`src/rtl/dmem_stream_port.sv`:
```
// Streaming load/dump engine for the data memory's secondary port: packs an input
// byte stream into little-endian words (load) or unpacks memory words into bytes (dump).
module dmem_stream_port #(
    parameter int LEN_W = 16
) (
    input  logic             clk,
    input  logic             rst_n,
    input  logic             start,
    input  logic             mode,
    input  logic [31:0]      base,
    input  logic [LEN_W-1:0] len,
    input  logic             in_valid,
    input  logic [7:0]       in_data,
    output logic             in_ready,
    output logic             out_valid,
    output logic [7:0]       out_data,
    input  logic             out_ready,
    output logic             te,
    output logic [31:0]      ta,
    output logic [31:0]      td,
    input  logic [31:0]      rtd,
    output logic             busy,
    output logic             done
);

    typedef enum logic [2:0] {
        IDLE,
        LOAD,
        WRITE,
        DUMP_RD,
        DUMP_TX,
        DONE
    } state_t;

    state_t           state_reg;
    logic [31:0]      addr_reg;
    logic [31:0]      ta_reg;
    logic [31:0]      word_reg;
    logic [31:0]      rbuf_reg;
    logic [LEN_W-1:0] len_reg;
    logic [LEN_W-1:0] word_cnt_reg;
    logic [1:0]       byte_idx_reg;

    logic [LEN_W-1:0] word_cnt_next;
    logic [31:0]      addr_next;
    logic [7:0]       rbuf_byte [4];

    assign word_cnt_next = word_cnt_reg + LEN_W'(1);
    assign addr_next     = addr_reg + 32'd4;

    for (genvar gi = 0; gi < 4; gi++) begin : g_lane
        assign rbuf_byte[gi] = rbuf_reg[8*gi +: 8];
    end

    // Every output comes from a register, so handshake inputs never reach outputs combinationally.
    assign in_ready  = (state_reg == LOAD);
    assign out_valid = (state_reg == DUMP_TX);
    assign out_data  = rbuf_byte[byte_idx_reg];
    assign te        = (state_reg == WRITE);
    assign ta        = ta_reg;
    assign td        = word_reg;
    assign busy      = (state_reg != IDLE);
    assign done      = (state_reg == DONE);

    always_ff @(posedge clk or negedge rst_n) begin
        if (!rst_n) begin
            state_reg    <= IDLE;
            addr_reg     <= '0;
            ta_reg       <= '0;
            word_reg     <= '0;
            rbuf_reg     <= '0;
            len_reg      <= '0;
            word_cnt_reg <= '0;
            byte_idx_reg <= '0;
        end else begin
            case (state_reg)
                IDLE: begin
                    if (start) begin
                        addr_reg     <= {base[31:2], 2'b00};
                        len_reg      <= len;
                        word_cnt_reg <= '0;
                        byte_idx_reg <= '0;
                        if (len == '0) begin
                            state_reg <= DONE;
                        end else if (!mode) begin
                            state_reg <= LOAD;
                        end else begin
                            ta_reg    <= {base[31:2], 2'b00};
                            state_reg <= DUMP_RD;
                        end
                    end
                end
                LOAD: begin
                    if (in_valid) begin
                        word_reg[{byte_idx_reg, 3'b000} +: 8] <= in_data;
                        byte_idx_reg <= byte_idx_reg + 2'd1;
                        if (byte_idx_reg == 2'd3) begin
                            ta_reg    <= addr_reg;
                            state_reg <= WRITE;
                        end
                    end
                end
                WRITE: begin
                    addr_reg     <= addr_next;
                    word_cnt_reg <= word_cnt_next;
                    byte_idx_reg <= '0;
                    state_reg    <= (word_cnt_next == len_reg) ? DONE : LOAD;
                end
                DUMP_RD: begin
                    rbuf_reg     <= rtd;
                    byte_idx_reg <= '0;
                    state_reg    <= DUMP_TX;
                end
                DUMP_TX: begin
                    if (out_ready) begin
                        byte_idx_reg <= byte_idx_reg + 2'd1;
                        if (byte_idx_reg == 2'd3) begin
                            addr_reg     <= addr_next;
                            word_cnt_reg <= word_cnt_next;
                            if (word_cnt_next == len_reg) begin
                                state_reg <= DONE;
                            end else begin
                                // Next read address is presented while DUMP_RD is active.
                                ta_reg    <= addr_next;
                                state_reg <= DUMP_RD;
                            end
                        end
                    end
                end
                DONE: begin
                    state_reg <= IDLE;
                end
                default: begin
                    state_reg <= IDLE;
                end
            endcase
        end
    end

endmodule

```
`config.mk`:
```
export PLATFORM = sky130hd
export DESIGN_NAME = dmem_stream_port
export DESIGN_NICKNAME = d
export VERILOG_FILES = /design/src/rtl/dmem_stream_port.sv
export SDC_FILE = /design/constraint.sdc
export NUM_CORES = 1
export LEC_CHECK = 0
export ABC_AREA = 1
export BUFFER_PORTS_ARGS = -buffer_cell sky130_fd_sc_hd__buf_4
export CAP_MARGIN = 20
export CORE_UTILIZATION = 45
export CTS_CLUSTER_DIAMETER = 200
export CTS_CLUSTER_SIZE = 16
export DETAILED_ROUTE_END_ITERATION = 8
export PLACE_DENSITY = 0.69
export SYNTH_ARGS = -nofsm -noshare
export SYNTH_HDL_FRONTEND = slang
export SYNTH_SLANG_ARGS = --single-unit
```
`constraint.sdc`:
```
create_clock -name clk -period 5.1 [get_ports clk]
set_input_delay 0.765 -clock clk [delete_from_list [all_inputs] [get_ports clk]]
set_output_delay 0.765 -clock clk [all_outputs]
set_load 0.01 [all_outputs]
```
==> results of run 1 <==
## per-stage QoR
step	power (mW)	util, %	hold WS, ns	cells
after global routing	7.05	56.8	0.386	1605
after global placement	5.20	53.8	0.459	1573
after CTS	6.54	56.8	0.368	1605
after detailed placement	5.27	53.8	0.460	1573
final	6.53	56.8	0.335	1605
after floorplan	4.17	-	0.466	1171
## logic make-up (layout without fill, tap and decap cells)
group	count (synthesis)	after routing
AOI/OAI and AO/OA	192	192
buffers and inverters	167	336
and+or+nand+nor	593	593
xor gates and xnor gates	17	17
adders and majority gates	8	8
DFF	162	162
muxes	32	32
## how the worst max path moves through the flow
stage,end,startpoint,slack (ns)
final,ta[28],state_reg[0],1.85
after global routing,ta[2],state_reg[0],1.54
after CTS,ta[5],state_reg[0],1.91
after detailed placement,ta[1],state_reg[0],1.93
after global placement,ta[1],state_reg[0],1.97
after floorplan,td[0],byte_idx_reg[0],2.82
## cell usage after synthesis (3+ instances only)
cell type / count
nand2_1: 314
o22ai_1: 28
nor2_4: 3
nand3_1: 135
nor4_1: 6
mux2_2: 32
nor2_1: 89
o221ai_1: 8
inv_1: 118
o21ai_0: 107
clkinv_1: 3
a22oi_1: 6
ha_1: 8
buf_2: 14
o211ai_1: 19
dfrtp_1: 162
buf_6: 3
nor2_2: 7
xor2_1: 15
nand4_1: 20
a21oi_1: 17
clkbuf_1: 25
nor3_1: 8
nand3b_1: 5
## metal layers
metal	up-vias	track usage (%)	part of all wire, %
met2	322	38.6	44
met3	30	6.43	7.2
met4	0	7.22	1.4
met5	-	0	0
met1	4029	36.0	47
li1	4216	-	-
## layout make-up
type	instances	share of cell area, %
clock buffers	17	3.84
clock inverters	15	1.32
inverters	122	4.13
multi-input cells	842	38.8
flip-flops and latches	162	36.6
well taps	265	2.99
repair buffers	182	12.4
## power breakdown
group | internal [mW] | switching (mW) | total, mW
Combinational | 1.20 | 1.85 | 3.04
Clock | 0.686 | 0.571 | 1.26
Sequential | 1.82 | 0.408 | 2.23
## critical path: stages (launching register included)
cell and delay (ns):
dfrtp_1 0.39, inv_1 0.07, nor2_1 0.04, inv_1 0.07
nor2_1 0.04, buf_4 0.20, inv_1 0.69, nor2_1 0.12
a21oi_1 0.20, nand2_1 0.11, a21oi_2 0.11, buf_4 0.36
nand2_2 0.47, nand2_1 0.18, nand2_1 0.06
==> impl_metrics.env, run 1 <==
export IMPL_crit_type="flip-flop to flip-flop"
export IMPL_cts_tree="yes"
export IMPL_wl_per_cell_um=15.6
export IMPL_cts_root_buf="clkbuf_16"
export IMPL_synth_edff_count=0
export IMPL_drv_cap=0
export IMPL_synth_area_leaders="dfrtp_1, nand2_1, nand3_1"
export IMPL_syn2layout_area_growth_pct=23.0
export IMPL_fin_crit_sh_pct=63.8
export IMPL_synth_adder_area_share_pct=1.11
export IMPL_start_kind="flip-flop"
export IMPL_synth_simple_gate_area_share_pct=28.3
export IMPL_fin_ws_ns=1.85
export IMPL_drtIter0Drc=653
export IMPL_cts_buffers=17
export IMPL_synth_top_family_by_area="simple AND/OR/NAND/NOR gates"
export IMPL_die_x_um=144
export IMPL_vias_per_cell=5.36
export IMPL_place_congestion=0.883
export IMPL_r2r_start="state_reg[0]"
export IMPL_n_antenna_cell=0
export IMPL_dp_hpwl_um=17800
export IMPL_avgSynthCellArea_um2=7.70
export IMPL_ys_async_sr_fraction_pct=100
export IMPL_power_density_nw_per_um2=589
export IMPL_vias=8597
export IMPL_layout_commonest_cell="nand2_1"
export IMPL_reg2regPathDepth=14
export IMPL_yosys_register_bits=162
export IMPL_yosysTopAreaCellShare_pct=45.0
export IMPL_hold_class="input port to async pin"
export IMPL_skew_ns=0.0133
export IMPL_rsz0062_at_grt="false"
export IMPL_die_area_um2=20600
export IMPL_worstPathMaxFanout=31
export IMPL_grt_antenna_before_repair=0
export IMPL_grt_max_degree=71
export IMPL_port_buffers=168
export IMPL_worst_pin_slew_ns=1.01
export IMPL_ant_nets=0
export IMPL_final_nets=1429
export IMPL_ios=171
export IMPL_synth_xor_area_share_pct=1.80
export IMPL_setup_tns_ns=0
export IMPL_setup_violations=0
export IMPL_ctsResizeCount=0
export IMPL_clk_path_buf_depth=2
export IMPL_synth_ff_type="dfrtp_1"
export IMPL_synth_mux_area_share_pct=4.00
export IMPL_multi_input_area_um2=4300
export IMPL_synth_fp_nets=1273
export IMPL_grt_pass1_vias=8065
export IMPL_slew_headroom_pct=32.2
export IMPL_core_area_um2=19500
export IMPL_synthCells=1171
export IMPL_finalCriticalPeriod_ns=3.25
export IMPL_first_pass_iters=5
export IMPL_rows=51
export IMPL_cp_required_ns=5.41
export IMPL_final_cell_mix="nand2_1, buf_4, dfrtp_1"
export IMPL_synth_area_um2=9010
export IMPL_status="completed"
export IMPL_cts_sinks=162
export IMPL_fp_dieH_um=144
export IMPL_vdd_drop_max_uv=424
export IMPL_p_leak_nw=5.52
export IMPL_grt_total_usage_pct=25.5
export IMPL_dp_slack_ns=1.93
export IMPL_r2r_setup_slack_ns=1.85
export IMPL_clock_fmax_mhz=308
export IMPL_hold_buffers=0
export IMPL_synth_seq_area_share_pct=45.0
export IMPL_ys_types=39
export IMPL_initial_utilization_pct=46.2
export IMPL_yosysWarnings=0
export IMPL_drive_gt1_share_pct=19.7
export IMPL_insertion_delay_ns=0.43
export IMPL_register_area_um2=4050
export IMPL_drc=0
export IMPL_postLayoutCellArea_um2=11100
export IMPL_fill_cells=1874
export IMPL_yosys_area_top_type="dfrtp_1"
export IMPL_grt_pass1_wl_um=40800
export IMPL_finalHoldViolCount=0
export IMPL_grt_ovfl_total=0
export IMPL_routed_wl_um=25100
export IMPL_endpoint_kind="flip-flop"
export IMPL_synth_compound_area_share_pct=12.3
export IMPL_clk_pin_slew_ns=0.07
export IMPL_crit_arrival_ns=3.56
export IMPL_cts_setup_buffers=0
export IMPL_placed_area_um2=10500
export IMPL_slew_violations=0
export IMPL_cts_max_level=4
export IMPL_worstReg2RegEnd="ta[28]"
(Power assumes the default switching activity.)
==> run 2, diff against run 1 <==
- ABC_AREA: 1 -> 0
- PLACE_DENSITY: 0.69 -> 0.72
- clock period: 5.1 -> 2.95 ns (I/O delays scaled with it)
==> run 2 against run 1 <==
Synthesized cell count down 21%. Combinational power up 110%. Worst hold slack worse by 0.11 ns. Non-clock buffer count is 35 higher. First-iteration DRC count grew 5.8%. Cell count shrank 14%. Core utilization grew 2.9 points. Wire length down 4.8%. Fmax grew 13%. Critical path depth shrank 5. Critical endpoint is now ta[12].
==> impl_metrics.env, run 2 <==
export IMPL_status="completed"
export IMPL_synth_seq_area_share_pct=45.9
export IMPL_grt_ovfl_total=0
export IMPL_drtIter0Drc=691
export IMPL_grt_max_degree=71
export IMPL_avgSynthCellArea_um2=9.54
export IMPL_finalCriticalPeriod_ns=2.89
export IMPL_synth_fp_nets=1028
export IMPL_dp_hpwl_um=16400
export IMPL_grt_total_usage_pct=24.1
export IMPL_place_congestion=0.884
export IMPL_final_cell_mix="buf_4, nand2_1, dfrtp_1"
export IMPL_cts_root_buf="clkbuf_16"
export IMPL_ys_types=63
export IMPL_cts_max_level=4
export IMPL_hold_class="input port to flip-flop"
export IMPL_power_density_nw_per_um2=1100
export IMPL_worstReg2RegEnd="ta[12]"
export IMPL_fin_ws_ns=0.0605
export IMPL_drive_gt1_share_pct=32.3
export IMPL_setup_tns_ns=0
export IMPL_synthCells=926
export IMPL_worstPathCellList="buf_4 -> nand3_2 -> or4_4 -> nor4_4 -> o2111ai_4 -> o41ai_4 -> buf_6 -> clkbuf_16 -> mux2_1"
export IMPL_syn2layout_area_growth_pct=28.0
export IMPL_die_area_um2=20200
export IMPL_rows=50
export IMPL_instances_no_fill=1375
export IMPL_core_area_um2=19000
export IMPL_routed_wl_um=23900
export IMPL_yosysWarnings=0
export IMPL_critPathSlowestCell="or4_4"
export IMPL_synth_area_leaders="dfrtp_1, nand2_1, mux2_2"
export IMPL_dp_cells=1332
export IMPL_crit_arrival_ns=3.20
export IMPL_p_leak_nw=5.01
export IMPL_vias_per_cell=5.62
export IMPL_drv_cap=0
export IMPL_start_kind="flip-flop"
export IMPL_vdd_drop_max_uv=525
export IMPL_vias=7721
export IMPL_final_nets=1204
export IMPL_first_pass_iters=5
export IMPL_register_area_um2=4070
export IMPL_n_antenna_cell=0
export IMPL_hold_end="len_reg[3]"
export IMPL_ys_async_sr_fraction_pct=100
export IMPL_rsz0062_at_grt="true"
export IMPL_fp_dieH_um=142
export IMPL_synth_commonest_cells="dfrtp_1, nand2_1, o21ai_0"
export IMPL_yosys_register_bits=162
export IMPL_initial_utilization_pct=46.6
export IMPL_ant_nets=0
export IMPL_placed_area_um2=10500
export IMPL_crit_type="flip-flop to flip-flop"
export IMPL_die_x_um=142
export IMPL_fill_cells=1639
export IMPL_slew_headroom_pct=30.6
export IMPL_slowest_delay_ns=0.61
export IMPL_synth_ff_type="dfrtp_1"
export IMPL_insertion_delay_ns=0.43
export IMPL_r2r_setup_slack_ns=0.06
export IMPL_worst_pin_slew_ns=1.04
export IMPL_clk_path_buf_depth=2
export IMPL_synth_edff_count=0
export IMPL_clk_pin_slew_ns=0.07
export IMPL_layout_commonest_cell="buf_4"
export IMPL_cts_tree="yes"
export IMPL_drc=0
export IMPL_reg2regPathDepth=9
export IMPL_hold_depth=3
export IMPL_endpoint_kind="flip-flop"
export IMPL_finalHoldViolCount=0
export IMPL_cts_sinks=162
export IMPL_dp_slack_ns=0.103
export IMPL_clock_fmax_mhz=346
export IMPL_ios=171
export IMPL_grt_pass1_wl_um=38100
export IMPL_cp_required_ns=3.26
export IMPL_setup_violations=0
export IMPL_grt_antenna_before_repair=0
export IMPL_hold_ws_ns=0.226
export IMPL_postLayoutCellArea_um2=11300
export IMPL_yosys_area_top_type="dfrtp_1"
export IMPL_multi_input_area_um2=4550
export IMPL_synth_most_common_cell="dfrtp_1"
export IMPL_worstPathMaxFanout=8
export IMPL_wl_per_cell_um=17.4
export IMPL_slew_violations=0
export IMPL_skew_ns=0.00939
export IMPL_yosysTopAreaCellShare_pct=45.9
export IMPL_port_buffers=168
export IMPL_synth_area_um2=8830
export IMPL_grt_pass1_vias=7346
export IMPL_cts_buffers=17
export IMPL_r2r_start="word_cnt_reg[3]"
export IMPL_hold_start="len[3]"
export IMPL_fin_crit_sh_pct=97.9
run 2: changes by cell type after synthesis, sizes merged, moves of 16 or more:
cell,before,now
inv,119,14
o22ai,28,12
nand3,135,38
a21oi,18,64
clkbuf,25,49
nor2,99,57
nand2,316,154
o211ai,19,0
mux2,32,73
run 2: per-stage QoR:
stage / util (%) / power [mW]
3_5_place_dp: 55.4 / 9.93
3_3_place_gp: 55.4 / 9.76
6_report: 59.6 / 12.4
4_1_cts: 58.6 / 12.2
2_1_floorplan: - / 7.86
5_1_grt: 59.6 / 13.3
run 2: metal layers:
metal	track usage, %	part of all wire (%)	wire [um]
met1	32.0	44	10500
met2	37.4	46	11000
met3	7.23	8.5	2030
met4	8.43	1.8	433
met5	0	0	0
run 2: area by class of cell:
class / instances / area share (%)
multi-input combinational: 690 / 40.2
sequential: 162 / 36.0
timing repair buffer: 217 / 15.2
clock buffer: 17 / 3.76
tap: 260 / 2.88
clock inverter: 15 / 1.47
inverter: 14 / 0.465
run 2: kinds of logic (layout without fill, tap and decap cells):
family	Yosys count	after routing	synth area share, %
simple gates	340	340	18.6
compound gates	234	234	15.8
flops	162	162	45.9
mux	87	87	12.9
buf+inv	74	263	3.57
xor+xnor	21	21	2.08
fa+ha+maj	8	8	1.13
run 2: where the power goes:
group,switching (mW),internal (mW),leakage [nW]
combinational,3.16,3.09,2.74
sequential,0.780,3.15,1.98
clock,0.988,1.27,0.293
run 2: how the worst max path moves through the flow:
stage | from | to | slack [ns] | cells after the start
floorplan | word_cnt_reg[0] | ta[15] | 0.13 | 8
global placement | word_cnt_reg[0] | ta[14] | 0.16 | 8
detailed placement | word_cnt_reg[0] | ta[14] | 0.10 | 8
CTS | word_cnt_reg[0] | ta[14] | 0.09 | 8
global route | word_cnt_reg[3] | ta[12] | -0.06 | 10
finish | word_cnt_reg[3] | ta[12] | 0.06 | 9
run 2: worst max-delay path, delay by kind of cell, from the launching register on:
family / cells / cell delay (ns)
AO/OA/AOI/OAI: 2 / 0.56
buffers and inverters: 3 / 0.51
flip-flops: 1 / 0.47
multiplexers: 1 / 0.32
AND/OR/NAND/NOR: 3 / 0.90
run 2: timing repair:
action,CTS,global route
gates resized for setup,0,28
hold endpoints to repair,40,0
setup endpoints to repair,0,26
hold buffers,1,0
setup buffers,0,8
